<file path="src/rtl/arb_req_client_if.sv">
// Client-facing, arbiter-facing and resource-facing signals of one requester.
interface arb_req_client_if #(
    parameter int DATA_W = 8
);
    logic              in_valid;
    logic              in_ready;
    logic [DATA_W-1:0] in_data;
    logic              req;
    logic              gnt;
    logic              out_valid;
    logic [DATA_W-1:0] out_data;

    // Requester front end side
    modport slave (
        input  in_valid, in_data, gnt,
        output in_ready, req, out_valid, out_data
    );

    // Client / arbiter / resource side
    modport master (
        output in_valid, in_data, gnt,
        input  in_ready, req, out_valid, out_data
    );
endinterface

</file>
<file path="src/rtl/arb_req_client.sv">
// Requester front end for a two-input fixed-priority arbiter: buffers client
// commands, requests while work is pending, pops one command per granted
// cycle, yields after a capped burst and flags starvation.
module arb_req_client #(
    parameter int DATA_W       = 8,
    parameter int DEPTH        = 4,
    parameter int MAX_BURST    = 4,
    parameter int STARVE_LIMIT = 16,
    localparam int LVL_W       = $clog2(DEPTH + 1)
) (
    input  logic             clk,
    input  logic             reset,
    arb_req_client_if.slave  bus,
    output logic [LVL_W-1:0] level,
    output logic             starve
);
    localparam int PTR_W = $clog2(DEPTH);
    localparam int BST_W = $clog2(MAX_BURST + 1);
    localparam int WAI_W = $clog2(STARVE_LIMIT + 1);

    typedef enum logic {RUN, YIELD} state_t;

    state_t            state, state_nxt;
    logic [DATA_W-1:0] mem [DEPTH];
    logic [PTR_W-1:0]  wr_ptr, rd_ptr;
    logic [LVL_W-1:0]  count, count_nxt;
    logic [BST_W-1:0]  burst_cnt;
    logic [WAI_W-1:0]  wait_cnt;
    logic              push, pop, cap_hit;

    // Full check ignores a same-cycle pop so in_ready is purely registered.
    assign bus.in_ready = (count != LVL_W'(DEPTH));
    assign push         = bus.in_valid && bus.in_ready;
    // A grant that arrives after the FIFO drained (arbiter lag) pops nothing.
    assign pop          = bus.gnt && (count != '0);
    assign bus.req      = (count != '0) && (state == RUN);
    assign level        = count;
    assign starve       = (wait_cnt == WAI_W'(STARVE_LIMIT));

    // Occupancy after this cycle's push/pop.
    always_comb begin
        count_nxt = count;
        if (push && !pop)
            count_nxt = count + LVL_W'(1);
        else if (!push && pop)
            count_nxt = count - LVL_W'(1);
    end

    // Capping pop forces a yield only if work remains; a drained FIFO drops
    // req anyway and the following gnt-low clears the burst count.
    assign cap_hit = (state == RUN) && pop &&
                     (burst_cnt == BST_W'(MAX_BURST - 1)) && (count_nxt != '0);

    // Next state: one-cycle YIELD after a capped burst.
    always_comb begin
        state_nxt = state;
        case (state)
            RUN:     if (cap_hit) state_nxt = YIELD;
            YIELD:   state_nxt = RUN;
            default: state_nxt = RUN;
        endcase
    end

    // State register.
    always_ff @(posedge clk) begin
        if (reset) state <= RUN;
        else       state <= state_nxt;
    end

    // Storage array; contents need no reset since count gates visibility.
    always_ff @(posedge clk) begin
        if (push) mem[wr_ptr] <= bus.in_data;
    end

    // Pointers and occupancy; pointers wrap naturally (DEPTH is a power of 2).
    always_ff @(posedge clk) begin
        if (reset) begin
            wr_ptr <= '0;
            rd_ptr <= '0;
            count  <= '0;
        end else begin
            if (push) wr_ptr <= wr_ptr + PTR_W'(1);
            if (pop)  rd_ptr <= rd_ptr + PTR_W'(1);
            count <= count_nxt;
        end
    end

    // Registered output beat; data holds between beats.
    always_ff @(posedge clk) begin
        if (reset) begin
            bus.out_valid <= 1'b0;
            bus.out_data  <= '0;
        end else begin
            bus.out_valid <= pop;
            if (pop) bus.out_data <= mem[rd_ptr];
        end
    end

    // Burst counter: counts pops in RUN, cleared by gnt low or any yield.
    // Lag pops during YIELD are not counted.
    always_ff @(posedge clk) begin
        if (reset)
            burst_cnt <= '0;
        else if (state == YIELD || cap_hit || !bus.gnt)
            burst_cnt <= '0;
        else if (pop && burst_cnt != BST_W'(MAX_BURST))
            burst_cnt <= burst_cnt + BST_W'(1);
    end

    // Wait counter: saturating count of requested-but-ungranted cycles.
    always_ff @(posedge clk) begin
        if (reset)
            wait_cnt <= '0;
        else if (bus.gnt || !bus.req)
            wait_cnt <= '0;
        else if (wait_cnt != WAI_W'(STARVE_LIMIT))
            wait_cnt <= wait_cnt + WAI_W'(1);
    end
endmodule

</file>
<file path="src/flat_wrapper.sv">
// flat-port wrapper written by rule: the top's interface ports become plain ports
module arb_req_client_flat 
#(
    parameter int DATA_W       = 8,
    parameter int DEPTH        = 4,
    parameter int MAX_BURST    = 4,
    parameter int STARVE_LIMIT = 16,
    localparam int LVL_W       = $clog2(DEPTH + 1)
)
  (clk, reset, level, starve, bus_in_valid, bus_in_data, bus_gnt, bus_in_ready, bus_req, bus_out_valid, bus_out_data);
  arb_req_client_if #(.DATA_W(DATA_W)) bus_i ();
  input  logic clk;
  input  logic reset;
  output logic [LVL_W-1:0] level;
  output logic starve;
  input wire logic [$bits(bus_i.in_valid)-1:0] bus_in_valid;
  input wire logic [$bits(bus_i.in_data)-1:0] bus_in_data;
  input wire logic [$bits(bus_i.gnt)-1:0] bus_gnt;
  output wire logic [$bits(bus_i.in_ready)-1:0] bus_in_ready;
  output wire logic [$bits(bus_i.req)-1:0] bus_req;
  output wire logic [$bits(bus_i.out_valid)-1:0] bus_out_valid;
  output wire logic [$bits(bus_i.out_data)-1:0] bus_out_data;
  assign bus_i.in_valid = bus_in_valid;
  assign bus_i.in_data = bus_in_data;
  assign bus_i.gnt = bus_gnt;
  assign bus_in_ready = bus_i.in_ready;
  assign bus_req = bus_i.req;
  assign bus_out_valid = bus_i.out_valid;
  assign bus_out_data = bus_i.out_data;
  arb_req_client #(.DATA_W(DATA_W), .DEPTH(DEPTH), .MAX_BURST(MAX_BURST), .STARVE_LIMIT(STARVE_LIMIT)) u_core (.clk(clk), .reset(reset), .bus(bus_i), .level(level), .starve(starve));
endmodule
</file>
<file path="config.mk">
export PLATFORM = sky130hd
export DESIGN_NAME = arb_req_client_flat
export DESIGN_NICKNAME = d
export VERILOG_FILES = /design/src/rtl/arb_req_client_if.sv /design/src/rtl/arb_req_client.sv /design/src/flat_wrapper.sv
export SDC_FILE = /design/constraint.sdc
export NUM_CORES = 1
export LEC_CHECK = 0
export CAP_MARGIN = 20
export CORE_ASPECT_RATIO = 0.75
export CORE_MARGIN = 5
export CORE_UTILIZATION = 50
export DETAILED_ROUTE_END_ITERATION = 12
export PLACE_DENSITY = 0.75
export SLEW_MARGIN = 5
export SYNTH_ARGS = -nofsm -noshare
export SYNTH_HDL_FRONTEND = slang
export SYNTH_SLANG_ARGS = --single-unit
</file>
<file path="constraint.sdc">
create_clock -name clk -period 1.8 [get_ports clk]
set_input_delay 0.45 -clock clk [delete_from_list [all_inputs] [get_ports clk]]
set_output_delay 0.45 -clock clk [all_outputs]
set_load 0.02 [all_outputs]
</file>
Word level (Yosys, flattened, before mapping)
Memory sizes are Yosys's and may differ from the RTL's. A register that Yosys moved wholly into a read port is not among the register bits. Cells that the tools add are included.

Input port bits: 12. Logic and storage cells: 46. Flip-flop bits (word level): 17. Memories: 1. Memory bits (writable): 32. Output and inout bits: 15.

$add $sub $neg: 6. Mux-type cells: 6. Reduce and logical (&&, ||, !) cells: 20. Equality and inequality tests: 5. Bitwise logic cells: 1.

Memories: u_core.mem (depth 4, bits a word 8, read ports 1, clocked after memory_dff 1, wr ports 1, RTL line arb_req_client.sv:24) `logic [DATA_W-1:0] mem [DEPTH];`.

Operator list (count): 1-bit logical AND (9); 3-bit by 1-bit adder with 3-bit output, second input constant (2); 3-bit two-way mux (2); 3-bit != test, second input constant (2); 3-bit nonzero test (2); 5-bit by 1-bit adder with 5-bit output, second input constant (1); 5-bit == test, second input constant (1); 5-bit != test, second input constant (1); 2-bit by 1-bit adder with 2-bit output, second input constant (2); 1-bit zero test (4); 2-bit OR reduction (2); 3-bit by 2-bit == test with 1-bit output, second input constant (1); 1-bit logical OR (3); 1-bit two-way mux (3); 3-bit by 1-bit subtractor with 3-bit output, second input constant (1); 1-bit case mux with 2 select lines (1); 1-bit NOT (1).

Depth between registers and ports, before layout
Gate-level depths: netlist (run 1).

Depth after elaboration: 11. Gate-level depth with buffers: 8. Mapped depth without buffers: 7.

Worst setup path after synthesis (run 1)
OpenSTA, ideal clock, no wires.

Kind: register to register. Start point: register u_core.count[1], in the netlist u_core.level[1]. End point: register u_core.state. Required time: 1.684 ns. Data arrival time: 1.907 ns. Setup time: 0.116 ns. Period minus slack after synthesis: 2.023 ns. Buffers on the path: 0. Setup slack: -0.223 ns. Stages on the path, launching flop included: 8. Cell sequence: dfxtp_1 > inv_1 > ha_1 > nand2b_1 > maj3_1 > a32oi_2 > nand4b_2 > and3b_1.

Longest elaborated chain between the ends: 10.

RTL lines: start: declaration (RTL line arb_req_client.sv:26) `logic [LVL_W-1:0] count, count_nxt;`; start signal: assignment (RTL line arb_req_client.sv:84) `count <= count_nxt;`; branches (longest 7 deep; another with 3-bit by 1-bit subtractor with 3-bit output); 1-bit logical AND * (RTL line arb_req_client.sv:52) `(burst_cnt == BST_W'(MAX_BURST - 1)) && (count_nxt != '0);`; 1-bit two-way mux * (RTL line arb_req_client.sv:58) `RUN: if (cap_hit) state_nxt = YIELD;`; 1-bit case mux with 2 select lines * (RTL line arb_req_client.sv:57) `case (state)`; end signal: assignment (RTL line arb_req_client.sv:67) `else state <= state_nxt;`; end: declaration (RTL line arb_req_client.sv:23) `state_t state, state_nxt;`.

Every way passes the cells marked *. A chain may end at the register's enable or synchronous reset.

Worst setup path after layout (run 1)
Same ends and word-level chain as after synthesis.

==> metrics, run 1 <==
share of cells above drive strength 1=28.3%; arrival time worst endpoint=2.09 ns; Syn. warnings=0; Worst Hold Launch=u_core.bus.out_data[1]; CTS Buf Count=9; fin. max-slew vios=0; final WL=4350 µm; share of the synthesized area in the top cell type=38.9%; Routed Antenna Nets=0; skew final=0.00761 ns; Ports=27; Max VDD drop=731 µV; GPL Wtd Cong=0.845; leading post-synthesis cells by cell area=edfxtp_1, dfxtp_1, mux4_2; hold_buf cts=0; final worst slack=-0.0634 ns; CTS tree=done; Critical Path Sink Type=flop; Filler cells=353; Period minus WS final=1.86 ns; Post-Syn Instances=199; DR pass1 iterations=4; DIE AREA=0.00645 mm²; Vias/cell=5.02; hpwl dp=3150 µm; library cells used by synthesis=37; Starting DRT DRC Count=66; grt met1 use=19.8%; Layout Nets=284; failing checks=negative setup slack; clock slew at reported path FFs=0.06 ns; Placement Rows=22; HP Class=reg -> reg; Worst-Margin Slew=0.443 ns; Post-Layout Cell Count=325; Clock Sinks=57; Post-synth top flop=edfxtp_1; starting density of the core=50.9%; worst r2r src=u_core.level[1]; fin crit share=104%; per-cell routed wire length=13.4 µm; RSZ-0062 raised after global routing=true; element type at the critical path start=flop; GR Overflow Total=0; Post-synth EDFFs=32; vias in the first global route=1590; Ant. Diodes=0; pre-CTS WS=-0.415 ns; # Max-Cap Violations=0; drc violations=0; fin area=0.00331 mm²; overall routing resource usage=14.8%; syn_nets=223; Hold Vio Cnt, Final=0; initial antenna violation count=0; Fmax=537 MHz; clk_lat worst skew=0.33 ns; CTS max path bufs=2; I/O Buffers=26; Req. time, crit path=2.02 ns; largest stage delay on the critical path=0.36 ns; status=finished with violations; M2 GR Usage=22.2%; final hold slack=0.450 ns; vias=1632; CP max FO=7; busiest grt layer=met2; Worst slew margin=70.4%; CP Class=reg -> reg; DIE HEIGHT=70.8 µm; CTS Root Cell=clkbuf_8; worst-path cell chain=inv_4 -> ha_4 -> buf_6 -> nand2b_4 -> maj3_2 -> a32oi_4 -> nand4b_4 -> and3b_1; H-tree depth=3; area grow syn2layout=34.2%; Die Span X=91.1 µm; met3 global-route usage=6.48%; placed cells=306; power per cell area=1240 mW/mm²; Post-Syn Area=0.00247 mm²; #FFs+latches synth=57; Placed Area=0.00301 mm²; sequential element share of the synthesized area=59.2%; total power=4.12 mW; Avg Inst Size Synth=12.4 µm²; leak pwr=1.28 nW; r2r setup slk=-0.06 ns; final core occ=68.4%; largest net degree at the start of global routing=12; setup TNS=-0.121 ns; Slowest-stage cell, CP=dfxtp_4; first-pass GRT wire length=7360 µm; Async S/R FF share, synth=0%; CP startpoint=u_core.level[1]; area leader, netlist=edfxtp_1; setup violators final=3; core area=0.00484 mm²
-- routing by layer --
metal  up-vias  share of wire [%]
li1        825                  -
met1       764                 46
met2        41                 47
met3         2                6.4
met4         0               0.67
met5         -                  0
-- logic make-up after synthesis --
| logic type | count (synthesis) | synth area share [%] |
|---|---|---|
| adder cells (fa/ha/maj) | 14 | 6.90 |
| multiplexers | 11 | 8.52 |
| AND/OR/NAND/NOR | 67 | 13.3 |
| AO/OA/AOI/OAI | 23 | 6.03 |
| buffers and inverters | 19 | 3.14 |
| XOR/XNOR | 8 | 2.84 |
| flip-flops | 57 | 59.2 |
-- Yosys cell counts, types with 2 or more instances --
library cell and instances:
dfxtp_1 25, xor2_1 3, xnor2_1 5, and3b_1 2, inv_1 10, nand3_1 3, maj3_1 2, nand2_1 26
nor3_1 3, nor2b_1 2, mux2i_1 3, a21oi_1 12, nor2_1 15, mux4_2 8, nand2b_1 4, buf_2 2
and2_1 2, edfxtp_1 32, a211oi_1 2, and3_1 5, clkbuf_1 5, ha_1 12, o21ai_0 2
-- flip-flops by register name, summed over array words and instances, names as in the netlist --
name / cells
u_core.rd_ptr: 2
u_core.level: 3
u_core.burst_cnt: 3
u_core.bus.out_data: 8
u_core.wait_cnt: 5
u_core.state: 1
u_core.mem: 32
u_core.wr_ptr: 2
u_core.bus.out_valid: 1
-- cells in the final DEF (no fill, tap or decap), types with 2 or more instances in the layout --
cell / netlist / final
maj3_2: 0 / 2
dfxtp_4: 0 / 2
inv_1: 10 / 7
and2_1: 2 / 2
xnor2_1: 5 / 5
a21oi_1: 12 / 12
clkbuf_1: 5 / 2
nor3_1: 3 / 2
inv_4: 0 / 2
nor2b_1: 2 / 2
nand2_1: 26 / 26
dlygate4sd2_1: 0 / 5
clkbuf_8: 0 / 11
a211oi_2: 0 / 2
and3b_1: 2 / 2
nor2_1: 15 / 14
mux4_2: 8 / 8
xor2_1: 3 / 3
ha_4: 0 / 2
dfxtp_1: 25 / 23
o21ai_0: 2 / 2
edfxtp_1: 32 / 32
clkdlybuf4s50_1: 0 / 18
buf_6: 0 / 4
nand2b_4: 0 / 2
buf_4: 1 / 30
and3_1: 5 / 5
nand2b_1: 4 / 2
ha_1: 12 / 10
mux2i_1: 3 / 3
nand3_1: 3 / 3
-- critical path, delay by kind of cell (launching register included) --
| family | cells | cell delay (ns) |
|---|---|---|
| AND/OR/NAND/NOR | 3 | 0.49 |
| adder cells (fa/ha/maj) | 2 | 0.49 |
| flip-flops | 1 | 0.36 |
| AO/OA/AOI/OAI | 1 | 0.27 |
| buffers and inverters | 2 | 0.16 |
-- power by group --
part           leakage, nW  total, mW  switching (mW)  internal, mW
sequential           0.498       1.60          0.0702          1.53
clock                0.101       1.15           0.445         0.708
combinational        0.682       1.37           0.643         0.722
total                 1.28       4.12            1.16          2.96
-- layout make-up --
| type | count | area, µm² | share of cell area [%] |
|---|---|---|---|
| clock inverters | 3 | 38.8 | 1.17 |
| inverters | 10 | 42.5 | 1.28 |
| repair buffers | 59 | 519 | 15.7 |
| flip-flops and latches | 57 | 1470 | 44.4 |
| well taps | 60 | 75.1 | 2.27 |
| multi-input cells | 123 | 1010 | 30.4 |
| clock buffers | 13 | 159 | 4.80 |
-- path summary, 6_finish.rpt --
kind	end	cells after the start
hold / removal	u_core.bus.out_data[1]	2
setup / recovery	u_core.state	8
hold reg to reg	u_core.bus.out_data[1]	2
setup reg to reg	u_core.state	8
-- timing repair --
action	4_1_cts	5_1_grt
setup buffers	2	1
endpoints found under the hold margin	0	0
pin swaps	9	5
setup endpoints to repair	10	6
gates resized for setup	35	7
Note: power is estimated with default switching activity, not from simulation.
==> run 2: changes to the inputs <==
--- a/config.mk
+++ b/config.mk
@@ -6,10 +6,11 @@
 export NUM_CORES = 1
 export LEC_CHECK = 0
 export CAP_MARGIN = 20
-export CORE_ASPECT_RATIO = 0.75
+export CORE_ASPECT_RATIO = 1.4
 export CORE_MARGIN = 5
 export CORE_UTILIZATION = 50
 export DETAILED_ROUTE_END_ITERATION = 12
+export GPL_TIMING_DRIVEN = 0
 export PLACE_DENSITY = 0.75
 export SLEW_MARGIN = 5
 export SYNTH_ARGS = -nofsm -noshare
==> run 2 against run 1 <==
Against the previous run: the run still ends with negative setup slack left; global-route usage increased by 0.66 points; via count is 1.8% lower; maximum frequency is 2.8% higher; utilization down 2.4 points; final cell count down 3.7%; critical endpoint is now bus_req; largest cell class unchanged; largest power group unchanged.
==> metrics, run 2 (same netlist as run 1, synthesis figures left out) <==
status=finished with violations; failing checks=negative setup slack; final worst slack=-0.0128 ns; vias=1602; # Max-Cap Violations=0; Worst-Margin Slew=0.545 ns; I/O Buffers=25; most common cell after layout, fill and taps aside=edfxtp_1; vias in the first global route=1602; initial antenna violation count=0; commonest non-fill, non-tap cells in the layout=edfxtp_1, nand2_1, dfxtp_1; Worst slew margin=63.7%; share of cells above drive strength 1=23.3%; core area=0.00480 mm²; FF-to-FF End=u_core.burst_cnt[1]; Fmax=552 MHz; clk_lat worst skew=0.32 ns; CP max FO=7; clock slew at reported path FFs=0.06 ns; final hold slack=0.455 ns; GR Overflow Total=0; leak pwr=1.16 nW; reg2reg path depth=7; final core occ=66.0%; fin crit share=101%; worst r2r src=u_core.level[1]; Layout Nets=268; Worst Hold Path EP=u_core.bus.out_data[1]; Largest Register=u_core.mem; GPL Wtd Cong=0.775; CTS Buf Count=9; setup violators final=1; overall routing resource usage=15.5%; Filler cells=385; CP Class=reg -> out; largest net degree at the start of global routing=11; Ant. Diodes=0; drc violations=0; per-cell routed wire length=14.6 µm; Routed Antenna Nets=0; starting density of the core=51.4%; skew final=0.00896 ns; Clock Sinks=57; RSZ-0062 raised after global routing=true; CTS tree=done; first-pass GRT wire length=7620 µm; Ports=27; r2r setup slk=0.02 ns; Vias/cell=5.12; Die Span X=69.4 µm; Placement Rows=30; Req. time, crit path=1.35 ns; power per cell area=1270 mW/mm²; CTS max path bufs=2; Starting DRT DRC Count=87; Critical Path Sink Type=primary output; element type at the critical path start=flop; Period minus WS final=1.81 ns; area grow syn2layout=28.4%; final WL=4570 µm; hold_buf cts=0; arrival time worst endpoint=1.36 ns; Worst Hold Launch=u_core.bus.out_data[1]; Hold Vio Cnt, Final=0; biggest regs=u_core.mem: 32 flops, u_core.bus.out_data: 8 flops, u_core.wait_cnt: 5 flops; DIE AREA=0.00646 mm²; DR pass1 iterations=4; Worst Hold Depth=2; DIE HEIGHT=93.1 µm; fin. max-slew vios=0; HP Class=reg -> reg; hpwl dp=2940 µm; CTS Root Cell=clkbuf_8; number of flip-flops in the largest register=32; H-tree depth=3; pre-CTS WS=-0.491 ns; Max VDD drop=831 µV
-- run 2: changes by cell type in the layout (fill, tap and decap cells not counted), moves of 2 or more --
cell	previous run	this run
clkinvlp_4	0	2
clkdlybuf4s50_1	18	20
dlygate4sd2_1	5	2
buf_6	4	2
buf_4	30	11
-- run 2: through the flow --
| stage | setup TNS [ns] | power, mW | cells | cell area [µm²] |
|---|---|---|---|---|
| after global routing | -0.224 | 4.26 | 313 | 3170 |
| final | -0.0128 | 4.03 | 313 | 3170 |
| after CTS | -0.0632 | 4.02 | 312 | 3140 |
| after detailed placement | -20.31 | 2.63 | 288 | 2810 |
| after floorplan | 0 | 2.31 | 199 | 2480 |
| after global placement | -19.19 | 2.62 | 288 | 2810 |
-- run 2: timing repair --
action	in CTS	in global routing
resized for setup	37	5
gates cloned	0	0
pin swaps	10	3
endpoints found under the setup margin	49	6
setup buffers	8	1
-- run 2: layer usage --
layer	global-route usage (%)	part of all wire, %
met1	17.8	41
met2	26.1	53
met3	4.09	3.9
met4	8.31	2.1
met5	0	0
-- run 2: how the worst max path moves through the flow --
stage                          endpoint  depth (start not counted)             from  slack, ns
floorplan                  u_core.state                          7  u_core.level[1]      0.004
detailed placement     u_core.rd_ptr[1]                          7          bus_gnt      -0.49
finish                          bus_req                          5  u_core.level[1]      -0.01
global placement       u_core.rd_ptr[1]                          7          bus_gnt      -0.49
global route        u_core.burst_cnt[0]                          8  u_core.level[0]      -0.08
CTS                             bus_req                          5  u_core.level[1]      -0.06
-- run 2: power breakdown --
group / switching (mW) / internal (mW) / total, mW
combinational: 0.641 / 0.649 / 1.29
sequential: 0.0727 / 1.53 / 1.60
clock: 0.474 / 0.664 / 1.14
-- run 2: worst max-delay path, cell delays in order, from the launching register on --
cell and delay (ns):
dfxtp_4 0.38, inv_4 0.04, ha_4 0.17, and2b_1 0.19, nor2_4 0.12, buf_6 0.13
-- run 2: final cells by class --
class | instances | area [µm²] | share of cell area (%)
repair buffers | 34 | 313 | 9.87
inverters | 10 | 40.0 | 1.26
clock inverters | 6 | 57.6 | 1.82
well taps | 64 | 80.1 | 2.53
plain buffers | 9 | 53.8 | 1.70
flip-flops and latches | 57 | 1470 | 46.3
multi-input cells | 123 | 1020 | 32.1
clock buffers | 10 | 138 | 4.34
==> run 3: changes to the inputs <==
--- a/config.mk
+++ b/config.mk
@@ -8,10 +8,11 @@
 export CAP_MARGIN = 20
 export CORE_ASPECT_RATIO = 1.4
 export CORE_MARGIN = 5
-export CORE_UTILIZATION = 50
+export CORE_UTILIZATION = 56
 export DETAILED_ROUTE_END_ITERATION = 12
+export DONT_BUFFER_PORTS = 1
 export GPL_TIMING_DRIVEN = 0
-export PLACE_DENSITY = 0.75
+export PLACE_DENSITY = 0.74
 export SLEW_MARGIN = 5
 export SYNTH_ARGS = -nofsm -noshare
 export SYNTH_HDL_FRONTEND = slang
==> run 3 against run 2 <==
Against the previous run: the run still ends with negative setup slack left; maximum frequency is 2.7% lower; die area is 9.4% lower; sequential cell count stayed put; final cell count is 11% lower; clock skew is 0.0050 ns lower; sequential share of layout area is 4.1 points higher; hold slack worse by 0.25 ns; clock-buffer cell count is 1 lower; final area is 7.9% lower; setup slack worse by 0.050 ns; critical path type unchanged; critical endpoint unchanged; largest power group unchanged; highest routed layer unchanged.
==> metrics, run 3 (same netlist as run 1, synthesis figures left out) <==
DR pass1 iterations=4; overall routing resource usage=19.1%; GR Overflow Total=0; Max VDD drop=943 µV; Seq. cell area=0.00147 mm²; initial antenna violation count=0; I/O Buffers=0; power per cell area=1320 mW/mm²; commonest non-fill, non-tap cells in the layout=edfxtp_1, nand2_1, dfxtp_1; fin. max-slew vios=0; core area=0.00424 mm²; first-pass GRT wire length=8040 µm; number of flip-flops in the largest register=32; sw power=1.21 mW; Ant. Diodes=0; starting density of the core=58.2%; final worst slack=-0.0626 ns; status=finished with violations; per-cell routed wire length=17.2 µm; fin crit share=103%; H-tree depth=3; Placement Rows=28; Vias/cell=5.43; CTS tree=done; drc violations=0; CTS Root Cell=clkbuf_8; Filler cells=303; largest net degree at the start of global routing=12; Starting DRT DRC Count=138; area grow syn2layout=18.4%; final hold slack=0.206 ns; Cell Int Power=2.63 mW; share of cells above drive strength 1=27.3%; Largest Register=u_core.mem; total power=3.84 mW; CP max FO=8; Ports=27; vias in the first global route=1658; CP Class=reg -> out; biggest regs=u_core.mem: 32 flops, u_core.bus.out_data: 8 flops, u_core.wait_cnt: 5 flops; Clock Sinks=57; sw frac=31.5%; hpwl dp=3220 µm; Req. time, crit path=1.35 ns; Hold Vio Cnt, Final=0; # Max-Cap Violations=0; GPL Wtd Cong=0.804; arrival time worst endpoint=1.41 ns; met3 global-route usage=7.62%; DIE HEIGHT=88.5 µm; final WL=4820 µm; combinational cell fraction of total power=26.0%; Critical Path Sink Type=primary output; skew final=0.00398 ns; most common cell after layout, fill and taps aside=edfxtp_1; r2r setup slk=-0.04 ns; grt met1 use=19.6%; Worst-Margin Slew=0.580 ns; setup violators final=4; clock slew at reported path FFs=0.07 ns; Fmax=537 MHz; M2 GR Usage=33.2%; Period minus WS final=1.86 ns; leak pwr=1.05 nW; reg2reg path depth=7; RSZ-0062 raised after global routing=true; Worst Hold Depth=0; failing checks=negative setup slack; element type at the critical path start=flop; CTS max path bufs=2; HP Class=in -> reg; Sequential Power Share=44.0%; Die Span X=66.1 µm; clk_lat worst skew=0.33 ns; Routed Antenna Nets=0; CTS Buf Count=9; Multi-input gate area=0.00105 mm²; clock share of power=30.0%; DIE AREA=0.00585 mm²; Worst slew margin=61.3%; busiest grt layer=met2; Layout Nets=239; vias=1521
==> run 3: changes by cell type in the layout (fill, tap and decap cells not counted), sizes merged <==
cell and delta:
clkinvlp +1, clkdlybuf4s50 -20, buf -7, clkbuf -1, dlygate4sd2 -2
==> run 3: path summary, 6_finish.rpt <==
path,start,endpoint
setup / recovery,u_core.level[1],bus_req
hold / removal,bus_in_data[7],u_core.mem[2][7]
setup reg to reg,u_core.level[1],u_core.state
hold reg to reg,u_core.wr_ptr[1],u_core.wr_ptr[1]
==> run 3: layout make-up <==
type                    count  area share (%)
clock inverters             7            2.44
flip-flops and latches     57            50.4
well taps                  60            2.57
plain buffers               9            1.54
inverters                  10            1.46
clock buffers               9            4.24
multi-input cells         123            36.0
repair buffers              5            1.29
==> run 3: what timing repair did <==
item                                    CTS  global route
hold buffers                              0             0
buffers inserted                          2             3
resized for setup                        17            18
endpoints found under the setup margin   43            13
pin swaps                                 6             8
==> run 3: routing by layer <==
| metal | up-vias | part of all wire [%] |
|---|---|---|
| met5 | - | 0 |
| met4 | 0 | 3.5 |
| met3 | 15 | 5.6 |
| met2 | 43 | 54 |
| met1 | 729 | 37 |
| li1 | 734 | - |
==> run 3: power by group through the flow <==
stage | combinational, mW | clock [mW] | sequential (mW)
after floorplan | 0.629 | 0 | 1.68
after global placement | 0.732 | 0 | 1.70
after detailed placement | 0.772 | 0 | 1.71
after CTS | 0.936 | 1.18 | 1.69
after global routing | 1.09 | 1.25 | 1.71
final | 1.00 | 1.15 | 1.69
==> run 3: metrics by stage <==
| step | instances | setup TNS, ns | cell area, µm² | setup WS, ns | utilization, % |
|---|---|---|---|---|---|
| 2_1_floorplan | 199 | 0 | 2480 | 0.00439 | - |
| 3_3_place_gp | 259 | -2.02 | 2550 | -0.159 | 60.2 |
| 3_5_place_dp | 259 | -4.88 | 2550 | -0.264 | 60.2 |
| 4_1_cts | 277 | -0.159 | 2840 | -0.0561 | 66.9 |
| 5_1_grt | 280 | -0.413 | 2920 | -0.103 | 68.9 |
| 6_report | 280 | -0.140 | 2920 | -0.0626 | 68.9 |
==> run 3: worst max-delay path, cell delays in order, from the launching register on <==
cell and delay, ns:
dfxtp_4 0.42, inv_4 0.05, ha_4 0.18, and2b_1 0.22, nor2_4 0.20
